`config.mk`:
```
export PLATFORM = sky130hd
export DESIGN_NAME = ledmux_spi_master_flat
export DESIGN_NICKNAME = d
export VERILOG_FILES = /design/src/rtl/ledmux_pkg.sv /design/src/rtl/ledmux_spi_master_if.sv /design/src/rtl/spi_half_tick.sv /design/src/rtl/ledmux_spi_master.sv /design/src/flat_wrapper.sv
export SDC_FILE = /design/constraint.sdc
export NUM_CORES = 1
export LEC_CHECK = 0
export ABC_CLOCK_PERIOD_IN_PS = 6750
export CORE_MARGIN = 10
export CORE_UTILIZATION = 55
export DETAILED_ROUTE_END_ITERATION = 10
export PLACE_DENSITY = 0.93
export SYNTH_ARGS = -nofsm -noshare
export SYNTH_HDL_FRONTEND = slang
export SYNTH_HIERARCHICAL = 1
export SYNTH_SLANG_ARGS = --single-unit
export TNS_END_PERCENT = 30
```
`constraint.sdc`:
```
create_clock -name clk -period 6.75 [get_ports clk]
set_input_delay 1.0125 -clock clk [delete_from_list [all_inputs] [get_ports clk]]
set_output_delay 1.0125 -clock clk [all_outputs]
set_load 0.02 [all_outputs]
```
`src/rtl/ledmux_pkg.sv`:
```
// Shared definitions for the LED-mux SPI link.
//   MATRIX_BITS   : bits in one LED matrix (x or y)
//   FRAME_BITS    : bits per serial frame, {yMatrix, xMatrix}
//   HALF_CNT_BITS : width of the sck half-period counter
//   spi_state_t   : transmitter FSM states
package ledmux_pkg;

  localparam int unsigned MATRIX_BITS   = 72;
  localparam int unsigned FRAME_BITS    = 2 * MATRIX_BITS;
  localparam int unsigned HALF_CNT_BITS = 8;

  typedef enum logic [2:0] {
    IDLE,
    SETUP,
    SCK_HI,
    SCK_LO,
    FINISH
  } spi_state_t;

endpackage

```
`src/rtl/ledmux_spi_master_if.sv`:
```
// Frame handshake plus SPI wire bundle for the LED-mux link.
//   frame_data/frame_valid/frame_ready : parallel frame handshake from the host
//   sck/sdi/load                       : SPI mode-0 lines to the LED board
//   done                               : one-cycle end-of-frame pulse
// Modports:
//   master : the SPI transmitter (accepts frames, drives the wire)
//   slave  : the frame source / observer
interface ledmux_spi_master_if #(
  parameter int unsigned FRAME_BITS = ledmux_pkg::FRAME_BITS
);

  logic [FRAME_BITS-1:0] frame_data;
  logic                  frame_valid;
  logic                  frame_ready;
  logic                  sck;
  logic                  sdi;
  logic                  load;
  logic                  done;

  modport master (
    input  frame_data,
    input  frame_valid,
    output frame_ready,
    output sck,
    output sdi,
    output load,
    output done
  );

  modport slave (
    output frame_data,
    output frame_valid,
    input  frame_ready,
    input  sck,
    input  sdi,
    input  load,
    input  done
  );

endinterface

```
`src/rtl/spi_half_tick.sv`:
```
// Half-period timer for the SPI clock.
// Down-counter reloaded with DIV_HALF-1; tick_o is high while the count is 0,
// so a phase that restarts the timer on entry lasts exactly DIV_HALF cycles.
//   clk_i     : system clock
//   reset_i   : synchronous, active-high reset (count returns to 0)
//   restart_i : reload the count (asserted on every FSM state change)
//   tick_o    : terminal count reached
module spi_half_tick
  import ledmux_pkg::*;
#(
  parameter int unsigned DIV_HALF = 4
) (
  input  logic clk_i,
  input  logic reset_i,
  input  logic restart_i,
  output logic tick_o
);

  localparam logic [HALF_CNT_BITS-1:0] Reload = HALF_CNT_BITS'(DIV_HALF - 1);

  logic [HALF_CNT_BITS-1:0] cnt_q, cnt_d;

  always_comb begin
    cnt_d = cnt_q;
    if (restart_i || (cnt_q == '0)) begin
      cnt_d = Reload;
    end else begin
      cnt_d = cnt_q - HALF_CNT_BITS'(1);
    end
  end

  always_ff @(posedge clk_i) begin
    if (reset_i) begin
      cnt_q <= '0;
    end else begin
      cnt_q <= cnt_d;
    end
  end

  assign tick_o = (cnt_q == '0);

endmodule

```
`src/rtl/ledmux_spi_master.sv`:
```
// LED-mux SPI frame transmitter.
// Accepts a FRAME_BITS-wide frame over a valid/ready handshake and shifts it out
// MSB-first in SPI mode 0. load frames the whole transfer, done pulses for one
// cycle afterwards. Every output is a flop fed from the next-state decode, so
// nothing combinational reaches the pins.
//   clk   : system clock
//   reset : synchronous, active-high
//   bus   : frame handshake + SPI lines (master side)
// Parameters:
//   FRAME_BITS : bits per frame
//   DIV_HALF   : clk cycles per sck half-period (1..255)
module ledmux_spi_master #(
  parameter int unsigned FRAME_BITS = ledmux_pkg::FRAME_BITS,
  parameter int unsigned DIV_HALF   = 4
) (
  input  logic                clk,
  input  logic                reset,
  ledmux_spi_master_if.master bus
);

  import ledmux_pkg::*;

  localparam int unsigned      CntW    = $clog2(FRAME_BITS);
  localparam logic [CntW-1:0]  LastBit = CntW'(FRAME_BITS - 1);

  spi_state_t            state_q, state_d;
  logic [FRAME_BITS-1:0] shreg_q, shreg_d;
  logic [CntW-1:0]       bit_cnt_q, bit_cnt_d;

  logic ready_q, ready_d;
  logic load_q, load_d;
  logic sck_q, sck_d;
  logic sdi_q, sdi_d;
  logic done_q, done_d;

  logic tick;
  logic restart;

  // Every phase is timed from its own entry.
  assign restart = (state_d != state_q);

  spi_half_tick #(
    .DIV_HALF (DIV_HALF)
  ) u_half_tick (
    .clk_i     (clk),
    .reset_i   (reset),
    .restart_i (restart),
    .tick_o    (tick)
  );

  // Next state, shift register and bit counter.
  always_comb begin
    state_d   = state_q;
    shreg_d   = shreg_q;
    bit_cnt_d = bit_cnt_q;
    unique case (state_q)
      IDLE: begin
        // frame_ready is high throughout IDLE, so valid alone completes the handshake.
        if (bus.frame_valid) begin
          shreg_d   = bus.frame_data;
          bit_cnt_d = '0;
          state_d   = SETUP;
        end
      end
      SETUP: begin
        if (tick) state_d = SCK_HI;
      end
      SCK_HI: begin
        if (tick) begin
          if (bit_cnt_q == LastBit) begin
            state_d = FINISH;
          end else begin
            // Shift on the falling edge so sdi only moves while sck is low.
            state_d   = SCK_LO;
            shreg_d   = {shreg_q[FRAME_BITS-2:0], 1'b0};
            bit_cnt_d = bit_cnt_q + CntW'(1);
          end
        end
      end
      SCK_LO: begin
        if (tick) state_d = SCK_HI;
      end
      FINISH: begin
        state_d = IDLE;
      end
      default: begin
        state_d = IDLE;
      end
    endcase
  end

  // Outputs decoded from the next state so they line up with it once registered.
  always_comb begin
    ready_d = (state_d == IDLE);
    load_d  = (state_d == SETUP) || (state_d == SCK_HI) || (state_d == SCK_LO);
    sck_d   = (state_d == SCK_HI);
    sdi_d   = load_d & shreg_d[FRAME_BITS-1];
    done_d  = (state_d == FINISH);
  end

  always_ff @(posedge clk) begin
    if (reset) begin
      state_q   <= IDLE;
      shreg_q   <= '0;
      bit_cnt_q <= '0;
      ready_q   <= 1'b1;
      load_q    <= 1'b0;
      sck_q     <= 1'b0;
      sdi_q     <= 1'b0;
      done_q    <= 1'b0;
    end else begin
      state_q   <= state_d;
      shreg_q   <= shreg_d;
      bit_cnt_q <= bit_cnt_d;
      ready_q   <= ready_d;
      load_q    <= load_d;
      sck_q     <= sck_d;
      sdi_q     <= sdi_d;
      done_q    <= done_d;
    end
  end

  assign bus.frame_ready = ready_q;
  assign bus.load        = load_q;
  assign bus.sck         = sck_q;
  assign bus.sdi         = sdi_q;
  assign bus.done        = done_q;

endmodule

```
`src/flat_wrapper.sv`:
```
// flat-port wrapper written by rule: the top's interface ports become plain ports
module ledmux_spi_master_flat import ledmux_pkg::*;
#(
  parameter int unsigned FRAME_BITS = ledmux_pkg::FRAME_BITS,
  parameter int unsigned DIV_HALF   = 4
)
  (clk, reset, bus_frame_data, bus_frame_valid, bus_frame_ready, bus_sck, bus_sdi, bus_load, bus_done);
  ledmux_spi_master_if #(.FRAME_BITS(FRAME_BITS)) bus_i ();
  input  logic clk;
  input  logic reset;
  input wire logic [$bits(bus_i.frame_data)-1:0] bus_frame_data;
  input wire logic [$bits(bus_i.frame_valid)-1:0] bus_frame_valid;
  output wire logic [$bits(bus_i.frame_ready)-1:0] bus_frame_ready;
  output wire logic [$bits(bus_i.sck)-1:0] bus_sck;
  output wire logic [$bits(bus_i.sdi)-1:0] bus_sdi;
  output wire logic [$bits(bus_i.load)-1:0] bus_load;
  output wire logic [$bits(bus_i.done)-1:0] bus_done;
  assign bus_i.frame_data = bus_frame_data;
  assign bus_i.frame_valid = bus_frame_valid;
  assign bus_frame_ready = bus_i.frame_ready;
  assign bus_sck = bus_i.sck;
  assign bus_sdi = bus_i.sdi;
  assign bus_load = bus_i.load;
  assign bus_done = bus_i.done;
  ledmux_spi_master #(.FRAME_BITS(FRAME_BITS), .DIV_HALF(DIV_HALF)) u_core (.clk(clk), .reset(reset), .bus(bus_i));
endmodule
```
* After elaboration in Yosys (flattened, before gate mapping)
Index checks and enable logic that the tools add are counted.
** Storage, ports and cells
- Word-level logic and storage cells :: 50
- Bits in registers :: 168
- Output and inout port bits :: 5
- Latch bits :: 0
- Bits of input ports :: 147
- Memory bits (read-only) :: 0
- RAM bits :: 0
- Memories :: 0
** Operators by class
- Equal/unequal tests :: 12
- Bitwise logic cells :: 1
- $mul :: 0
- Divide/modulo/power cells :: 0
- Add/subtract/negate cells :: 2
- Multiplexer cells :: 14
- Shifts and indexed selects :: 0
- $lt $le $gt $ge :: 0
- Reductions and logical operators :: 10
** Operators by type and width (count)
- $mux 144 :: 3
- $pmux 144 s2 :: 1
- $mux 8 :: 3
- $pmux 8 s2 :: 1
- $eq 3x2->1 const B :: 4
- $mux 3 :: 4
- $pmux 3 s3 :: 1
- $add 8x1->8 const B :: 1
- $eq 8x8->1 const B :: 1
- $logic_not 8->1 :: 1
- $sub 8x1->8 const B :: 1
- $eq 3x1->1 const B :: 2
- $logic_not 3->1 :: 2
- $ne 2x2->1 const B :: 2
- $reduce_and 4->1 :: 1
- $reduce_or 2->1 :: 2
- $eq 3x3->1 const B :: 1
- $logic_or 1x1->1 :: 3
- $ne 3x3->1 :: 1
- $mux 2 :: 1
- $ne 2x1->1 const B :: 1
- $reduce_bool 2->1 :: 1
- $and 1x1->1 :: 1

* Longest topological paths before layout
- Depth in word-level cells :: 8
- Gate-level depth with buffers :: 10
- Gate-level depth less buffers :: 9

* Hierarchy
The synthesis kept the hierarchy.
** Modules (own cells, without submodules)
- ledmux_spi_master :: instances 1, cells each 748, seq. area each 3203.1 µm², area each 6558.8 µm²
- spi_half_tick :: instances 1, cells each 42, seq. area each 160.2 µm², area each 404.1 µm²

* Worst setup path after synthesis
OpenSTA, ideal clock, no wires.
- Path kind :: reg-to-reg
- From :: register u_core.u_half_tick.cnt_q[0]
- To :: register u_core.shreg_q[90]
- Clock period less this slack :: 2.440 ns
- Data arrival time :: 2.369 ns
- Data required time :: 6.680 ns
- Library setup time :: 0.070 ns
- Path buffers :: 2
- Cell stages (with the launch flop) :: 11
- Path slack :: 4.310 ns
- Cells stage by stage :: dfxtp_1 > inv_1 > ha_1 > or3b_2 > nor2_1 > and4bb_2 > a21boi_2 > buf_2 > buf_2 > a22oi_1 > a21oi_1
** On the way
- Word-level cells in the longest chain between the ends :: 3
** Ends and longest elaborated chain
- from (decl) :: RTL line spi_half_tick.sv:21 : logic [HALF_CNT_BITS-1:0] cnt_q, cnt_d;
- from (signal assigned) :: RTL line spi_half_tick.sv:36 : cnt_q <= cnt_d;
- $logic_not 8->1 :: RTL line spi_half_tick.sv:40 : assign tick_o = (cnt_q == '0);
- via u_core.tick :: RTL line ledmux_spi_master.sv:36 : logic tick;
- $ne 2x1->1 (no source line)
- $reduce_and 4->1 (no source line)
- to (signal assigned) :: RTL line ledmux_spi_master.sv:113 : shreg_q <= shreg_d;
- to (decl) :: RTL line ledmux_spi_master.sv:27 : logic [FRAME_BITS-1:0] shreg_q, shreg_d;
The timed path passes the listed nets, and every way through them passes these cells.
A chain may end at the register's enable or synchronous reset.

* Worst setup path in the final report
- From :: register u_core.u_half_tick.cnt_q[0]
- To :: register u_core.shreg_q[131]
Same word-level chain as after synthesis.

==> metrics.txt <==
setup total negative slack 0 ps; final worst path period share 47.6%; syn nets 940; grt ovf 0; Antenna Nets Post-Route 0; pwr dens 296 nW/um^2; total power 2.67 mW; cell taking the most area after synthesis dfxtp_1; area delta synth->final 29.9%; DRC Markers 0; Clock Latency Late Sink 420 ps; Area contributors post-synth dfxtp_1 (48%), a22oi_1 (15%), a21oi_1 (11%), nand3_1 (11%), clkbuf_1 (2.3%); minimum clock period after layout 3220 ps; Core Region 12,500 um^2; Compound-Gate Fraction of Synth Area 28.7%; synthesized flop and latch total 168; total setup buffers inserted after CTS 0; crit-path max FO 79; Post-synth top cells dfxtp_1 (168), a21oi_1 (151), nand3_1 (151); xor and xnor area share after synthesis 0.629%; startpoint types flop; largest family of logic cells by synthesized area compound AO/OA/AOI/OAI gates; Cell variety after synth 43; count of final hold-check violations 0; # setup viols final 0; Die ar. 17,600 um^2; hold slack final 463 ps; LEAKAGE 3.06 nW; RSZ-0062 raised after global routing no; H-tree depth 4; number of vias per cell 6.29; Hold WC Path Type reg2reg; clock buffer count from CTS 17; Syn Inst Count 790; I/O pins 152; Worst-Margin Slew 954 ps; Crit path required time 7080 ps; drt pass-1 iters 7; post-synthesis average cell area 8.81 um^2; hold-fix buffers at CTS 0; top_reg_cell synth dfxtp_1; via count 6,720; Initial Util 55.6%; CTS clock-pin slew for the worst setup and hold paths 60 ps; slew margin rel. 35.5%; DRT iter0 DRCs 848; final core utilization 72.3%; register area share after synthesis 48.3%; Synthesis Warnings 6; # port buffers 151; CTS tree yes; dpl hpwl 11,600 um; mux contribution to synthesized area 0.593%; number of global-route vias before repair 6,382; initial antenna violation count 0; nets 1,034; dpl cells 1,037; area share of the largest cell type after synthesis 48.3%; ant diodes 0; final cell count without fillers 1,069; Crit Path Class reg2reg; layout cell share with drive strength beyond 1 5.46%; Post-Synth Adder-Cell Area 0.539%; largest net degree at the start of global routing 97; max_cap viols 0; Max Root-Sink Buffers 2; clk_skew 7.36 ps; Clk Tree Root Cell clkbuf_16; cts repair resizes 0; FP Rows 41; clock sink count 168; routability cong. 0.815; EDFF count, synth 0; Max Clk Rate 311 MHz; die width 133 um; first-pass GRT wire length 31,200 um; Chip Height 133 um; Avg WL per Cell 17.7 um; post-synthesis cell area 6960 um^2; Synth Area in Simple Gates 15.7%; count leader, synth dfxtp_1; GRT Resource Usage Total 20.7%; status finished clean; VDD IR max 0.192 mV; Critical Path Sink Type flop; async set-reset flop share out of synthesis 0%; worst endpoint data arrival time 3540 ps; WL final 18,900 um; Final Slew Violations 0
-- worst max-delay path: stages, from the launching register on --
cell	delay, ps
dfxtp_1	350
inv_1	90
ha_1	170
or3b_2	490
nor2_1	340
and4bb_2	410
a21boi_4	210
buf_4	630
a22oi_1	150
a21oi_1	240
-- flip-flops by register name, indices dropped and copies added, names as in the netlist --
name / cells
u_core/bit_cnt_q: 8
u_core/bus.done: 1
u_core/bus.frame_ready: 1
u_core/bus.load: 1
u_core/bus.sck: 1
u_core/bus.sdi: 1
u_core/shreg_q: 144
u_core/state_q: 3
u_core/u_half_tick/cnt_q: 8
-- placed cells by master, fill, tap and decap left out, types with 2 or more instances in the layout --
master and instances:
a21oi_1 151, a22oi_1 143, and3_1 3, buf_4 10
bufinv_16 5, clkbuf_16 17, clkdlybuf4s50_1 150, clkinv_2 4
clkinvlp_4 3, dfxtp_1 168, ha_1 3, inv_1 4
mux2i_1 3, nand2_1 8, nand2b_1 4, nand3_1 151
nand3b_1 2, nor2_1 12, nor2b_1 3, nor3_1 6
nor4_1 2, o2111ai_1 5, o211ai_1 3, o21ai_0 5
o31ai_1 2, or3_1 3, or4_1 2, xnor2_1 2
xor2_1 3
-- layout make-up --
type                    instances  area, um^2
well taps                     172         215
clock buffers                  19         443
clock inverters                13         201
repair buffers                160        1580
fillers                       915        3470
flip-flops and latches        168        3360
multi-input cells             533        3230
inverters                       4        15.0
-- metrics by stage --
stage	cell area, um^2	worst slack (ps)
after floorplan	6960	4310
after global placement	8400	3530
after detailed placement	8400	3470
after CTS	9040	3560
after global routing	9040	3260
final	9040	3530
-- metal layers --
layer  vias up  GRT usage [%]  wire, um
met5         -              0         0
met4         0           8.74       503
met3        44           5.22      1320
met2       325           32.8      9180
met1      3182           26.2      7890
li1       3169              -         -
-- final timing paths --
| check | startpoint | to | slack, ps | depth (start not counted) |
|---|---|---|---|---|
| max | u_core/u_half_tick/cnt_q[0] | u_core/shreg_q[131] | 3530 | 9 |
| min | u_core/shreg_q[99] | u_core/shreg_q[99] | 460 | 2 |
| max reg2reg | u_core/u_half_tick/cnt_q[0] | u_core/shreg_q[131] | 3530 | 9 |
| min reg2reg | u_core/shreg_q[99] | u_core/shreg_q[99] | 460 | 2 |
-- power by group --
group / internal [mW] / switching (mW)
Combinational: 0.215 / 0.255
Clock: 0.664 / 0.388
Sequential: 1.09 / 0.0605
-- kinds of logic (layout without fill, tap and decap cells) --
| group | after synthesis | count (layout) |
|---|---|---|
| fa+ha+maj | 3 | 3 |
| mux | 4 | 4 |
| flops | 168 | 168 |
| buf+inv | 89 | 196 |
| xor+xnor | 5 | 5 |
| simple gates | 206 | 206 |
| compound gates | 315 | 315 |
Power figures use the tool's default switching activity.
